$ cat src/rtl/button_event.sv
// button_event: turns a debounced, synchronous button level into one-cycle
// press / release / long-press events, with a level "held" flag.
// Optional auto-repeat after a long press is enabled by defining the macro
// BUTTON_EVENT_REPEAT_EN. Without it, o_repeat_pulse is tied to 0.
// Event outputs are plain one-cycle strobes with no valid/ready handshake.
// The consumer must sample them on every clock edge.
// o_state exposes the FSM state: 0 IDLE, 1 PRESSED, 2 LONG, 3 LOCKOUT.
module button_event #(
  parameter int LONG_CYCLES   = 1000,
  parameter int REPEAT_CYCLES = 250
) (
  input  logic       i_clk,
  input  logic       i_resetn,
  input  logic       i_in,
  input  logic       i_enable,
  output logic       o_press,
  output logic       o_release,
  output logic       o_long_press,
  output logic       o_repeat_pulse,
  output logic       o_held,
  output logic [1:0] o_state
);

  localparam int MAX_CYCLES = (LONG_CYCLES > REPEAT_CYCLES) ? LONG_CYCLES : REPEAT_CYCLES;
  localparam int CW         = $clog2(MAX_CYCLES + 1);

  typedef enum logic [1:0] {
    IDLE    = 2'd0,
    PRESSED = 2'd1,
    LONG    = 2'd2,
    LOCKOUT = 2'd3
  } state_t;

  state_t        r_state;
  logic [CW-1:0] r_cnt;
  logic          r_rst_seen;  // first edge after reset: a high input must not be taken as a press
  logic          r_press;
  logic          r_release;
  logic          r_long_press;
  logic          r_repeat_pulse;
  logic          r_held;
  logic [CW-1:0] w_cnt_inc;

  // The counter saturates at all-ones instead of wrapping.
  assign w_cnt_inc = (r_cnt == {CW{1'b1}}) ? r_cnt : r_cnt + CW'(1);

  // Main FSM. All outputs are registered, and pulses are cleared by default every cycle.
  always_ff @(posedge i_clk) begin
    if (!i_resetn) begin
      r_state        <= IDLE;
      r_cnt          <= '0;
      r_rst_seen     <= 1'b1;
      r_press        <= 1'b0;
      r_release      <= 1'b0;
      r_long_press   <= 1'b0;
      r_repeat_pulse <= 1'b0;
      r_held         <= 1'b0;
    end else begin
      r_rst_seen     <= 1'b0;
      r_press        <= 1'b0;
      r_release      <= 1'b0;
      r_long_press   <= 1'b0;
      r_repeat_pulse <= 1'b0;
      case (r_state)
        IDLE: begin
          r_cnt  <= '0;
          r_held <= 1'b0;
          if (i_in) begin
            if (i_enable && !r_rst_seen) begin
              r_state <= PRESSED;
              r_press <= 1'b1;
              r_held  <= 1'b1;
              r_cnt   <= CW'(1);
            end else begin
              r_state <= LOCKOUT;
            end
          end
        end
        PRESSED: begin
          if (!i_enable) begin
            r_state <= LOCKOUT;
            r_held  <= 1'b0;
            r_cnt   <= '0;
          end else if (!i_in) begin
            // Release takes priority over reaching the long-press threshold.
            r_state   <= IDLE;
            r_release <= 1'b1;
            r_held    <= 1'b0;
            r_cnt     <= '0;
          end else if (r_cnt == CW'(LONG_CYCLES - 1)) begin
            r_state      <= LONG;
            r_long_press <= 1'b1;
            r_cnt        <= '0;
          end else begin
            r_cnt <= w_cnt_inc;
          end
        end
        LONG: begin
          if (!i_enable) begin
            r_state <= LOCKOUT;
            r_held  <= 1'b0;
            r_cnt   <= '0;
          end else if (!i_in) begin
            // Release takes priority over a repeat that falls due on the same edge.
            r_state   <= IDLE;
            r_release <= 1'b1;
            r_held    <= 1'b0;
            r_cnt     <= '0;
          end else begin
`ifdef BUTTON_EVENT_REPEAT_EN
            if (r_cnt == CW'(REPEAT_CYCLES - 1)) begin
              r_repeat_pulse <= 1'b1;
              r_cnt          <= '0;
            end else begin
              r_cnt <= w_cnt_inc;
            end
`else
            r_cnt <= '0;
`endif
          end
        end
        LOCKOUT: begin
          r_held <= 1'b0;
          r_cnt  <= '0;
          if (!i_in) r_state <= IDLE;
        end
        default: begin
          r_state <= IDLE;
          r_held  <= 1'b0;
          r_cnt   <= '0;
        end
      endcase
    end
  end

  assign o_press        = r_press;
  assign o_release      = r_release;
  assign o_long_press   = r_long_press;
  assign o_repeat_pulse = r_repeat_pulse;
  assign o_held         = r_held;
  assign o_state        = r_state;

endmodule

$ cat config.mk
export PLATFORM = sky130hd
export DESIGN_NAME = button_event
export DESIGN_NICKNAME = d
export VERILOG_FILES = /design/src/rtl/button_event.sv
export SDC_FILE = /design/constraint.sdc
export NUM_CORES = 1
export LEC_CHECK = 0
export BUFFER_PORTS_ARGS = -buffer_cell sky130_fd_sc_hd__buf_4
export CORE_ASPECT_RATIO = 1.75
export CORE_MARGIN = 8
export CORE_UTILIZATION = 30
export DETAILED_ROUTE_END_ITERATION = 10
export SLEW_MARGIN = 20
export SYNTH_ARGS = -nofsm -noshare
export SYNTH_HDL_FRONTEND = slang
export SYNTH_SLANG_ARGS = --single-unit
$ cat constraint.sdc
create_clock -name i_clk -period 4.9 [get_ports i_clk]
set_clock_uncertainty 0.05 [all_clocks]
set_input_delay 0.735 -clock i_clk [delete_from_list [all_inputs] [get_ports i_clk]]
set_output_delay 0.735 -clock i_clk [all_outputs]
set_load 0.02 [all_outputs]
# After elaboration in Yosys (flattened, before gate mapping)
# Cells that the tools add are included.
# classes
add_sub_neg	1
n_eq_ne	9
n_mux	23
n_reduce_logical	9
# op_table
operator	count
$mux 10	4
$pmux 10 s3	1
$eq 10x10->1 const B	2
$mux 2	7
$add 10x1->10 const B	1
$mux 1	9
$pmux 2 s4	1
$ne 5x5->1 const B	1
$eq 2x2->1 const B	2
$ne 4x4->1 const B	1
$reduce_and 2->1	2
$reduce_and 4->1	1
$reduce_or 2->1	2
$ne 3x3->1 const B	1
$pmux 1 s3	1
$reduce_and 3->1	1
$eq 2x1->1 const B	1
$logic_not 2->1	1
$ne 2x2->1 const B	1
$logic_and 1x1->1	1
$logic_not 1->1	1
# totals
regBits	17
in_bits	4
out_inout_bits	7

# Longest topological paths before layout
# Gate-level depths: netlist (run 1).
# depth
depth_word	6
mapped_depth	6
mapped_depth_nobuf	6

# Worst setup path after synthesis (run 1)
# OpenSTA, ideal clock, no wires.
# synth_timing
path_type	input-to-reg
startpoint	input port i_enable
endpoint	register r_cnt[4]
arrival_time_ps	1686
required_ps	4771
setup_slack_ps	3084
cell_stages	5
n_path_buf	1
path_cell_list	clkbuf_1 -> nand3_1 -> a311oi_4 -> nand2b_2 -> a211oi_2
# synth_via
elab_chain_cells	2
elab_cells_between_ends	3
# synth_lines
element	line	rtl
from (decl)	15	input logic i_enable,
$mux 10	80	if (!i_enable) begin
$pmux 10 s3	64	case (r_state)
to (signal assigned)	95	r_cnt <= w_cnt_inc;
to (decl)	35	logic [CW-1:0] r_cnt;
# Several ways; a longest one is shown, not always the timed one.
# A chain may end at the register's enable or synchronous reset.

# Worst setup path after layout (run 1)
# layout_timing
startpoint	register r_cnt[0]
endpoint	register r_cnt[9]
# layout_via
elab_chain_cells	6
elab_cells_between_ends	9
# layout_lines
element	line	rtl
$add 10x1->10	45	assign w_cnt_inc = (r_cnt == {CW{1'b1}}) ? r_cnt : r_cnt + CW'(1);
$mux 10	45	
$mux 10	90	end else if (r_cnt == CW'(LONG_CYCLES - 1)) begin
$mux 10	84	end else if (!i_in) begin
$mux 10	80	
$pmux 10 s3	64	
# Several ways; a longest one is shown, not always the timed one. The select of a mux whose other input is x is not followed.

==> run summary, run 1 <==
The commonest non-fill, non-tap cell in the layout is sky130_fd_sc_hd__dfxtp_1. The power density relative to cell area is ~370 nW/um2. The most used flip-flop cell after synthesis is sky130_fd_sc_hd__dfxtp_1. The sequential-to-total area share from yosys stat is 35.7%. The number of pins with negative max-slew slack in the final report came to 0. The path class of the tightest hold or removal check is reg2reg. The smallest clock period supported by the final layout is computed as roughly 1.8 ns.

For this block, the initial DRC count from the detailed router was 26. The final worst slack is about 3.1 ns. The area share of fa/ha/maj cells after synthesis came out at under 10%. The number of enable flip-flop cells after synthesis came out at 0. Among cell families on the critical path, the largest total delay comes from simple AND/OR/NAND/NOR gates. Summing the areas of all xor and xnor instances in the mapped netlist gives roughly 5.5% of the synthesized area.

The top-level I/O count came out at 11. The cell depth of the worst flop-to-flop path came out at 5. In this run the remaining antenna-violating nets after routing total 0. The signal arrival time at the worst endpoint is 1.90 ns. IR analysis of the VDD net gives a maximum drop of 0.000172 V. The pin count of the biggest net entering global routing is 12. In the layout the commonest cells are 17 x sky130_fd_sc_hd__dfxtp_1, 9 x sky130_fd_sc_hd__buf_4, 8 x sky130_fd_sc_hd__nand3_1, 8 x sky130_fd_sc_hd__nand2_1, 7 x sky130_fd_sc_hd__o21ai_0. The worst setup timing slack at the placement stage is 3.09 ns. The number of endpoints failing setup at the final stage is 0. For this run, the post-layout net count is around 130. The critical-path maximum fanout is 6. The critical path contains buffers and inverters numbering 0 combined. From left edge to right edge, the die measures between 50 and 60 um. The clock slew seen by the registers of the worst setup and hold paths is 0.07 ns. The flow ran to the end, and the final reports show no timing, DRC or antenna violations.

The final-layout setup total negative slack came out at 0 ns. The total of cells resized after clock tree synthesis came out at 0. The number of antenna diodes in the final layout is 0. The first global-routing pass estimated around 3500 um of wire. The instance count on the critical path is 5. The pre-antenna-repair detailed-routing pass consisted of 4 iterations. Walking the worst path, the cells encountered are ha_1 -> and4_1 -> nand4_2 -> or2_1 -> o21ai_1.

Setup repair after global routing left no endpoint under its margin. The region available for standard cell placement spans approximately 3100 um2. The synthesized instance count is 108. The number of buffers created by CTS is 3. The number of max-cap violations is 0. The fmax is about 570 MHz. The total global routing track utilization is between 8 and 9%. The depth of the CTS H-tree is 1.

The worst setup path is launched from a flop. The via count of the first global-routing pass was 796. The total count of hold-check failures in the final report was 0.

The clock drives 17 sinks. The floorplan step set the die height to a little over 90 um. The number of unique standard cell types used by synthesis came out at 37. Summing over every cut layer, the via total after detailed routing is 780. The synthesized netlist devotes 25.6% of its cell area to simple gates. The tree is rooted in a sky130_fd_sc_hd__clkbuf_8.

The cell row count is 27. The clock insertion delay at the later pin of the skew report came out at approximately 0.25 ns. The final cycle utilization of the critical path came out at between 30 and 40%. After detailed routing, the average wire length per cell comes to around 13 um.

The post-route core utilization came out at between 30% and 40%. The initial standard-cell utilization of the core is between 30% and 40%. The count of input and output buffers is 9.

Summing every instance area after synthesis gives approximately 950 um2. The DRC violations left came out at 0. The filler cells instantiated in the layout total 330. TritonCTS built the clock tree. The initial antenna violation count is 0. Yosys printed 0 warnings. The fraction of final layout cells sized beyond drive strength 1 is approximately 17%.

The sort of element at the end of the critical path is a flop. The die footprint is between 5000 and 6000 um2. The synthesized netlist net count came out at approximately 120. The maximum number of buffers from clock root to sink came out at 2.

For this design, the slowest cell found on the critical path is sky130_fd_sc_hd__dfxtp_1. The leakage power is roughly 0.00040 uW. Summing the areas of all compound-gate instances in the mapped netlist gives approximately 20% of the synthesized area. By area, the combinational part of the netlist is dominated by simple AND/OR/NAND/NOR gates. The largest stage delay on the critical path came out at just over 0.4 ns. The number of synthesized register bits is 17. The detailed-placement wirelength estimate is between 1500 and 2000 um. The area growth from synthesis to final layout is 13.7%. Of all flip-flops after synthesis, the portion carrying an async set or reset was 0%. The average instance in the mapped netlist occupies between 8 and 9 um2. The overall routed net length came out at ~2100 um. The number of hold buffers added after cts is 0. In the routed layout, each cell is associated on average with a via count of approximately 5.

The required time of the critical path came out at 5.04 ns. The overflow left after global routing came out at 0. The post-CTS setup buffer count came out at 0. The critical path is of the reg2reg type.

The share of synthesized area spent on multiplexers came out at 0%. The worst hold path cell count came out at 1. The global placer's final weighted congestion came out at between 0.8 and 0.9.
[power by group]
| group | switching, uW | internal (uW) | total [uW] |
|---|---|---|---|
| Sequential | 12.4 | 149 | 162 |
| Clock | 46.1 | 57.7 | 104 |
| Combinational | 82.8 | 51.6 | 134 |
[metrics by stage]
step / total power, uW / hold WS [ns] / area [um2] / instances
after floorplan: 256 / 0.352 / 952 / 108
after global placement: 296 / 0.370 / 1040 / 154
after detailed placement: 299 / 0.379 / 1040 / 154
after CTS: 403 / 0.388 / 1080 / 158
after global routing: 427 / 0.435 / 1080 / 158
final: 400 / 0.382 / 1080 / 158
[path summary, 6_finish.rpt]
kind / slack, ns / startpoint / end
setup / recovery: 3.14 / r_cnt[0] / r_cnt[9]
hold / removal: 0.38 / r_rst_seen / o_press
setup reg to reg: 3.14 / r_cnt[0] / r_cnt[9]
hold reg to reg: 0.38 / r_rst_seen / o_press
[routing by layer]
metal  global-route usage, %  up-vias  share of wire [%]
met5                       0        -                  0
met4                    6.83        0                3.4
met3                    1.57        6                2.9
met2                    15.3       10                 55
met1                    7.57      364                 38
li1                        -      400                  -
[cells in the mapped netlist, types with 3 or more instances]
| master | instances | area (um2) |
|---|---|---|
| sky130_fd_sc_hd__inv_1 | 4 | 15.0 |
| sky130_fd_sc_hd__nor3_1 | 3 | 15.0 |
| sky130_fd_sc_hd__o211ai_1 | 3 | 22.5 |
| sky130_fd_sc_hd__dfxtp_1 | 17 | 340 |
| sky130_fd_sc_hd__a21oi_1 | 6 | 30.0 |
| sky130_fd_sc_hd__xor2_1 | 3 | 26.3 |
| sky130_fd_sc_hd__ha_1 | 6 | 75.1 |
| sky130_fd_sc_hd__nand2_1 | 8 | 30.0 |
| sky130_fd_sc_hd__a31oi_1 | 3 | 18.8 |
| sky130_fd_sc_hd__o21ai_0 | 7 | 35.0 |
| sky130_fd_sc_hd__o21ai_1 | 5 | 25.0 |
| sky130_fd_sc_hd__nand3_1 | 8 | 40.0 |
| sky130_fd_sc_hd__nand4_1 | 3 | 18.8 |
| sky130_fd_sc_hd__xnor2_1 | 3 | 26.3 |
| sky130_fd_sc_hd__nor2_1 | 3 | 11.3 |
[kinds of logic (layout without fill, tap and decap cells)]
family / count (synthesis) / after routing
and+or+nand+nor: 40 / 40
xor gates and xnor gates: 6 / 6
buffers and inverters: 10 / 17
DFF: 17 / 17
AOI/OAI and AO/OA: 28 / 28
other: 1 / 1
adders and majority gates: 6 / 6
[state kept, by name, indices dropped and copies added, names as in the netlist]
signal        flops
r_cnt            10
o_state           2
o_held            1
o_long_press      1
o_press           1
o_release         1
r_rst_seen        1
[cell type report]
cell class	instances	area, um2	area share, %
Inverter	4	15.0	1.39
Sequential cell	17	340	31.4
Clock buffer	4	45.0	4.16
Multi-Input combinational cell	81	561	51.8
Timing Repair Buffer	9	67.6	6.24
Tap cell	43	53.8	4.97
Note: power is estimated with default switching activity, not from simulation.
==> inputs of run 2 (changes only) <==
==> constraint.sdc (replaced) <==
create_clock -name i_clk -period 1.55 [get_ports i_clk]
set_clock_uncertainty 0.05 [all_clocks]
set_input_delay 0.2325 -clock i_clk [delete_from_list [all_inputs] [get_ports i_clk]]
set_output_delay 0.2325 -clock i_clk [all_outputs]
set_load 0.02 [all_outputs]
==> run 2 against run 1 <==
  * Clock power rose to 3.2 times the previous value
  * Non-clock buffer count up 9
  * Sequential share of layout area down 2.9 points
  * Register-to-register slack worse by 3.1 ns
  * Worst hold slack worse by 0.15 ns
  * Flip-flop and latch count unchanged
  * Sequential power rose to 3.2 times the previous value
  * Largest cell class unchanged
  * Highest routed layer unchanged
==> run summary, run 2 (synthesis gave the netlist of run 1 again) <==
The run finished with clean final reports. The die footprint came out at roughly 5300 um2. The critical-path maximum fanout came out at 5. In this run the core area contains 27 standard-cell rows. The fraction of power consumed by sequential logic came out at 37.1%. TritonCTS built the clock tree.

The CTS sink count came out at 17. 0 antenna diodes ended up in the layout. Across every metal layer, demand over resource in global routing totals 9.10%. On the critical path, the stage with the largest delay is an instance of sky130_fd_sc_hd__a311oi_4.

The number of nets with antenna violations after routing came out at 0. The highest layer touched by signal routing is met4. The met3 wire length is between 50 and 60 um. The clock network accounts for 24.3% of the total power.

In this run the clock root is driven by a sky130_fd_sc_hd__clkbuf_8. The count of fill cells added during filler insertion came out at between 300 and 400. The routed length on met2 came out at around 1200 um. The multi-input combinational cell area came out at ~610 um2. The internal portion of the total power is ~900 uW. The final cycle utilization of the critical path came out at a little over nine tenths. The number of flip-flops under the largest register name came out at 10. The worst-case vdd ir drop is 0.000591 V.

The net count reported at finish came out at ~140. At the later pin of the worst-skew pair, clock insertion delay measures 0.26 ns. The DRC marker count from the first detailed-route iteration came out at 7. Measured along the x axis, the die boundary spans 58.6 um.

The total count of hold-check failures in the final report was 0. The path class of the tightest hold or removal check is in2reg. The via count of the first global-routing pass came out at between 800 and 900.

The largest single stage delay on the critical path is around 0.41 ns. The net switching component of the power came out at between 400 and 500 uW. The library cells used most frequently in the layout, excluding fill and tap cells, are 18 x sky130_fd_sc_hd__buf_4, 14 x sky130_fd_sc_hd__dfxtp_1, 8 x sky130_fd_sc_hd__nand2_1. The number of max-cap violations is 0. The setup path with the least slack is of type reg2reg.

After legalization and detailed placement, the total HPWL measured roughly 1600 um. Port buffering added 9 buffers. The fraction of final layout cells sized beyond drive strength 1 is about 30%.

The initial standard-cell utilization of the core is a little under a third. Static timing analysis puts the maximum clock frequency at roughly 650 MHz. The depth of the CTS H-tree came out at 1. The final worst slack is roughly 0.021 ns. The combinational group share of total power came out at between 30% and 40%. The region available for standard cell placement spans ~3000 um2. The global placer's final weighted congestion came out at about 0.85. The number of hold buffers added after CTS was 0. Setup violations remaining at the end of the flow were counted as 0.

The worst setup timing slack at the placement stage came out at -0.0283 ns. The clock slew seen by the registers of the worst setup and hold paths came out at 0.07 ns. The required time of the critical path is 1.68 ns. After detailed routing, the number of vias per cell comes to roughly 5. The number of pins with negative max-slew slack in the final report came out at 0. The signal arrival time at the worst endpoint is 1.66 ns. The maximum number of buffers from clock root to sink is 2. In this run, CTS created clock tree buffers numbering 3. The routed design could run at a clock period as short as 1.53 ns. In this run the static leakage power is roughly 0.00045 uW.

For this run, the detailed router's first-pass iteration total came to 5. STA classifies the critical path startpoint as a flop. The initial antenna violation count came out at 0. The post-route core utilization is 39.2%. The average wire length per cell after detail routing is approximately 13 um. The vias after detailed routing is between 800 and 900.

The footprint of the flip-flops and latches came out at between 300 and 400 um2. The register with the most flip-flops in the final layout is r_cnt. The worst setup path is captured at a flop.

The switching share of power is about a third. The overflow left after global routing came out at 0. The power density relative to cell area came out at ~1200 nW/um2. Traced cell by cell, the critical path runs through ha_4 -> and4bb_4 -> a311oi_4 -> nand2b_2 -> a211oi_2. Summed over all layers, the routed wires come to between 2000 and 2500 um. The pin count of the biggest net entering global routing is 12. Pin placement for this block handled 11 I/O pins. Setup repair after global routing could not meet its margin everywhere. Leaving out fill and tap cells, the most frequent cell in the layout is sky130_fd_sc_hd__buf_4. The area growth from synthesis to final layout came out at 26.4%. For this run, design rule violations remaining after detail routing come to 0. The first-pass GRT wire length is about 3900 um. Measured along the y axis, the die boundary spans between 90 and 100 um. The routed length on met1 is between 800 and 900 um.
==> run 2: routing by layer <==
metal  global-route usage, %  vias to the layer above
met3                    1.85                        7
met1                    9.40                      385
met5                       0                        -
li1                        -                      419
met4                    6.02                        0
met2                    15.6                       14
==> run 2: area by class of cell <==
| class | count | share of cell area, % |
|---|---|---|
| Multi-Input combinational cell | 81 | 50.7 |
| Timing Repair Buffer | 18 | 11.2 |
| Sequential cell | 17 | 28.6 |
| Clock buffer | 4 | 3.74 |
| Inverter | 4 | 1.25 |
| Tap cell | 43 | 4.47 |
==> run 2: repair_timing <==
action	in CTS	in global routing
buffers inserted	1	0
pin swaps	4	9
gates resized for setup	4	8
endpoints found under the setup margin	3	10
==> run 2: worst paths after layout <==
path | from | to | slack [ns] | depth (start not counted)
setup / recovery | r_cnt[1] | r_cnt[4] | 0.02 | 5
hold / removal | i_in | o_press | 0.23 | 3
setup reg to reg | r_cnt[1] | r_cnt[4] | 0.02 | 5
hold reg to reg | r_rst_seen | o_press | 0.38 | 1
==> run 2: power by group through the flow <==
| stage | Sequential [uW] | Combinational [uW] | Clock [uW] |
|---|---|---|---|
| 4_1_cts | 506 | 480 | 348 |
| 6_report | 514 | 536 | 337 |
| 5_1_grt | 521 | 606 | 366 |
| 2_1_floorplan | 555 | 261 | 0 |
| 3_5_place_dp | 514 | 471 | 0 |
| 3_3_place_gp | 513 | 465 | 0 |
==> run 2: per-stage QoR <==
step	power (uW)	area [um2]	hold slack (ns)	std cells	setup TNS [ns]
after floorplan	816	955	0.299	108	0
after global placement	978	1100	0.379	162	0
after detailed placement	986	1100	0.378	162	-0.0283
after CTS	1330	1170	0.218	167	0
after global routing	1490	1200	0.238	167	-0.263
final	1390	1200	0.232	167	0
==> run 2: critical path: cells and delay by family, from the launching register on <==
family | cells | cell delay [ns]
flops | 1 | 0.34
simple gates | 2 | 0.31
fa+ha+maj | 1 | 0.17
compound gates | 2 | 0.59
==> inputs of run 3 (changes only) <==
--- a/config.mk
+++ b/config.mk
@@ -6,7 +6,6 @@
 export NUM_CORES = 1
 export LEC_CHECK = 0
 export BUFFER_PORTS_ARGS = -buffer_cell sky130_fd_sc_hd__buf_4
-export CORE_ASPECT_RATIO = 1.75
 export CORE_MARGIN = 8
 export CORE_UTILIZATION = 30
 export DETAILED_ROUTE_END_ITERATION = 10
==> run 3 against run 2 <==
  * The flow now finishes with violations (setup timing)
  * Critical path depth did not move
  * Final cell count rose by 2.4%
  * Worst hold slack got worse by 0.061 ns
  * Flip-flop and latch count did not move
  * Non-clock buffer count rose by 3
  * Fmax fell by 2.0%
  * Power fell by 7.7%
  * Sequential share of layout area rose by 0.074 points
==> run summary, run 3 (synthesis gave the netlist of run 1 again) <==
The run finished, with violations left. The final reports fail on setup timing. STA puts the critical path data required time at approximately 1.7 ns.

The overall power of the completed layout came out at roughly 1300 uW. CTS placed an instance of sky130_fd_sc_hd__clkbuf_4 at the clock tree root. The fraction of final layout cells sized beyond drive strength 1 is 34.6%. The number of pins with negative max-slew slack in the final report is 0. The initial standard-cell utilization of the core is a little under a third.

The register with the most flip-flops in the layout has 10 of them. In this run the deepest clock path goes through 2 buffers. The minimum clock period after layout came out at 1.56 ns.

The pin count of the biggest net entering global routing is 12. The average wire length per cell after detail routing came out at 13.0 um. The top-level I/O count came out at 11.

STA classifies the critical path endpoint as a flop. The CTS sink count is 17. The multi-input combinational cells in the finished layout cover a total of 604 um2. In the global route stage, overall resource usage came out at 8.71%.

Using the TritonRoute via totals, the vias-per-cell ratio works out to approximately 4.9. Leaving out fill and tap cells, the most frequent cells in the layout are 21 x sky130_fd_sc_hd__buf_4, 13 x sky130_fd_sc_hd__dfxtp_1, 8 x sky130_fd_sc_hd__nand2_1. The DRC violations left is 0. The leakage power came out at around 0.00046 uW. The total count of hold-check failures in the final report is 0. The finished layout cell area is approximately 1200 um2.

Routability-driven placement finished with a final weighted congestion of 0.777. After floorplanning, the core was sized to cover a little over 3000 um2. The signal arrival time at the worst endpoint came out at approximately 1.8 ns. Once routing completed, OpenROAD measured the worst setup slack at -0.00994 ns. Summed over all nets, the half-perimeter wirelength after detailed placement is ~1600 um. The routed design has approximately 2200 um of wire.

The vertical extent of the die came out at about 72 um. The count of input and output buffers came out at 9. Across the run, the number of max-cap violations was 0. The antenna diode count is 0. The clock slew seen by the registers of the worst setup and hold paths came out at ~0.10 ns. The worst-case vdd ir drop came out at ~0.00034 V. The commonest non-fill, non-tap cell in the layout is sky130_fd_sc_hd__buf_4.

The register with the most flip-flops in the final layout is r_cnt. The count of fill cells added during filler insertion came out at just under 300. The vias after detailed routing is between 800 and 900. Setup violations remaining at the end of the flow were counted as 1. The worst setup path is launched from a flop.

The fmax came out at 641 MHz. The via count of the first global-routing pass came out at slightly above 800. Setup repair after global routing could not meet its margin everywhere. By startpoint and endpoint, the worst setup path is classified as reg2reg. Summed over all layers, the global routing overflow is 0. Measured along the x axis, the die boundary spans approximately 72 um. The length of the first detailed-routing pass in iterations is 4. The clock reaches the later pin of the worst-skew pair after approximately 0.30 ns. In this run the power density over the cells is 1060 nW/um2. The depth of the CTS H-tree came out at 1. The post-route core utilization is roughly two fifths. The number of buffers created by CTS is 3. The worst hold margin came out at roughly 0.17 ns. The path class of the tightest hold or removal check is in2reg. The cell row count came out at 20. The die footprint came out at between 5000 and 6000 um2. The number of nets with antenna violations after routing is 0. The post-placement cell area came out at roughly 1100 um2. The first-pass GRT wire length came out at about 3700 um. The final cycle utilization of the critical path came out at 101%. The initial antenna violation count is 0.

Summing all flip-flop and latch instances after layout gives approximately 350 um2. The critical-path maximum fanout came out at 5. TritonCTS built the clock tree. The DRC marker count from the first detailed-route iteration is 47. The net count reported at finish is around 140. The area growth from synthesis to final layout is 26.5%.
## run 3: final timing paths
| kind | endpoint | from | slack (ns) | depth (start not counted) |
|---|---|---|---|---|
| hold reg to reg | o_press | r_rst_seen | 0.39 | 1 |
| setup reg to reg | r_cnt[8] | r_cnt[1] | -0.01 | 5 |
| hold / removal | o_press | i_in | 0.17 | 3 |
| setup / recovery | r_cnt[8] | r_cnt[1] | -0.01 | 5 |
## run 3: what timing repair did
item                                    in CTS  in global routing
pin swaps                                    2                 10
hold buffers                                 0                  0
gates resized for setup                      2                 11
endpoints found under the setup margin       2                 11
setup buffers                                2                  0
## run 3: worst max-delay path, stage by stage, from the launching register on
cell and delay [ns]:
sky130_fd_sc_hd__dfxtp_2 0.35, sky130_fd_sc_hd__ha_4 0.16, sky130_fd_sc_hd__and4bb_4 0.21, sky130_fd_sc_hd__a311oi_4 0.41, sky130_fd_sc_hd__nand2_2 0.17, sky130_fd_sc_hd__o21ai_1 0.15
## run 3: per-stage QoR
stage / setup slack (ns) / setup TNS, ns / cells
finish: -0.00994 / -0.00994 / 171
global route: -0.0793 / -0.371 / 171
global placement: 0.0416 / 0 / 165
floorplan: 0.0230 / 0 / 108
detailed placement: -0.0105 / -0.0105 / 165
CTS: 0.0124 / 0 / 171
## run 3: layout make-up
type	instances	area share [%]
clock inverters	1	0.415
well taps	44	4.57
clock buffers	3	1.87
repair buffers	21	13.1
inverters	4	1.25
flip-flops and latches	17	28.7
multi-input cells	81	50.2
## run 3: per-layer routing
metal  global-route usage [%]  up-vias  part of all wire [%]
li1                         -      427                     -
met1                     9.39      400                    44
met2                     15.9       13                    50
met3                     3.44        4                   4.6
met4                    0.907        0                   1.3
met5                        0        -                     0
## run 3: power breakdown
group | total, uW | switching [uW] | internal, uW | leakage [uW]
combinational | 531 | 294 | 237 | 0.000302
sequential | 504 | 27.2 | 477 | 0.000140
clock | 246 | 149 | 96.5 | 0.0000177
total | 1280 | 470 | 811 | 0.000459
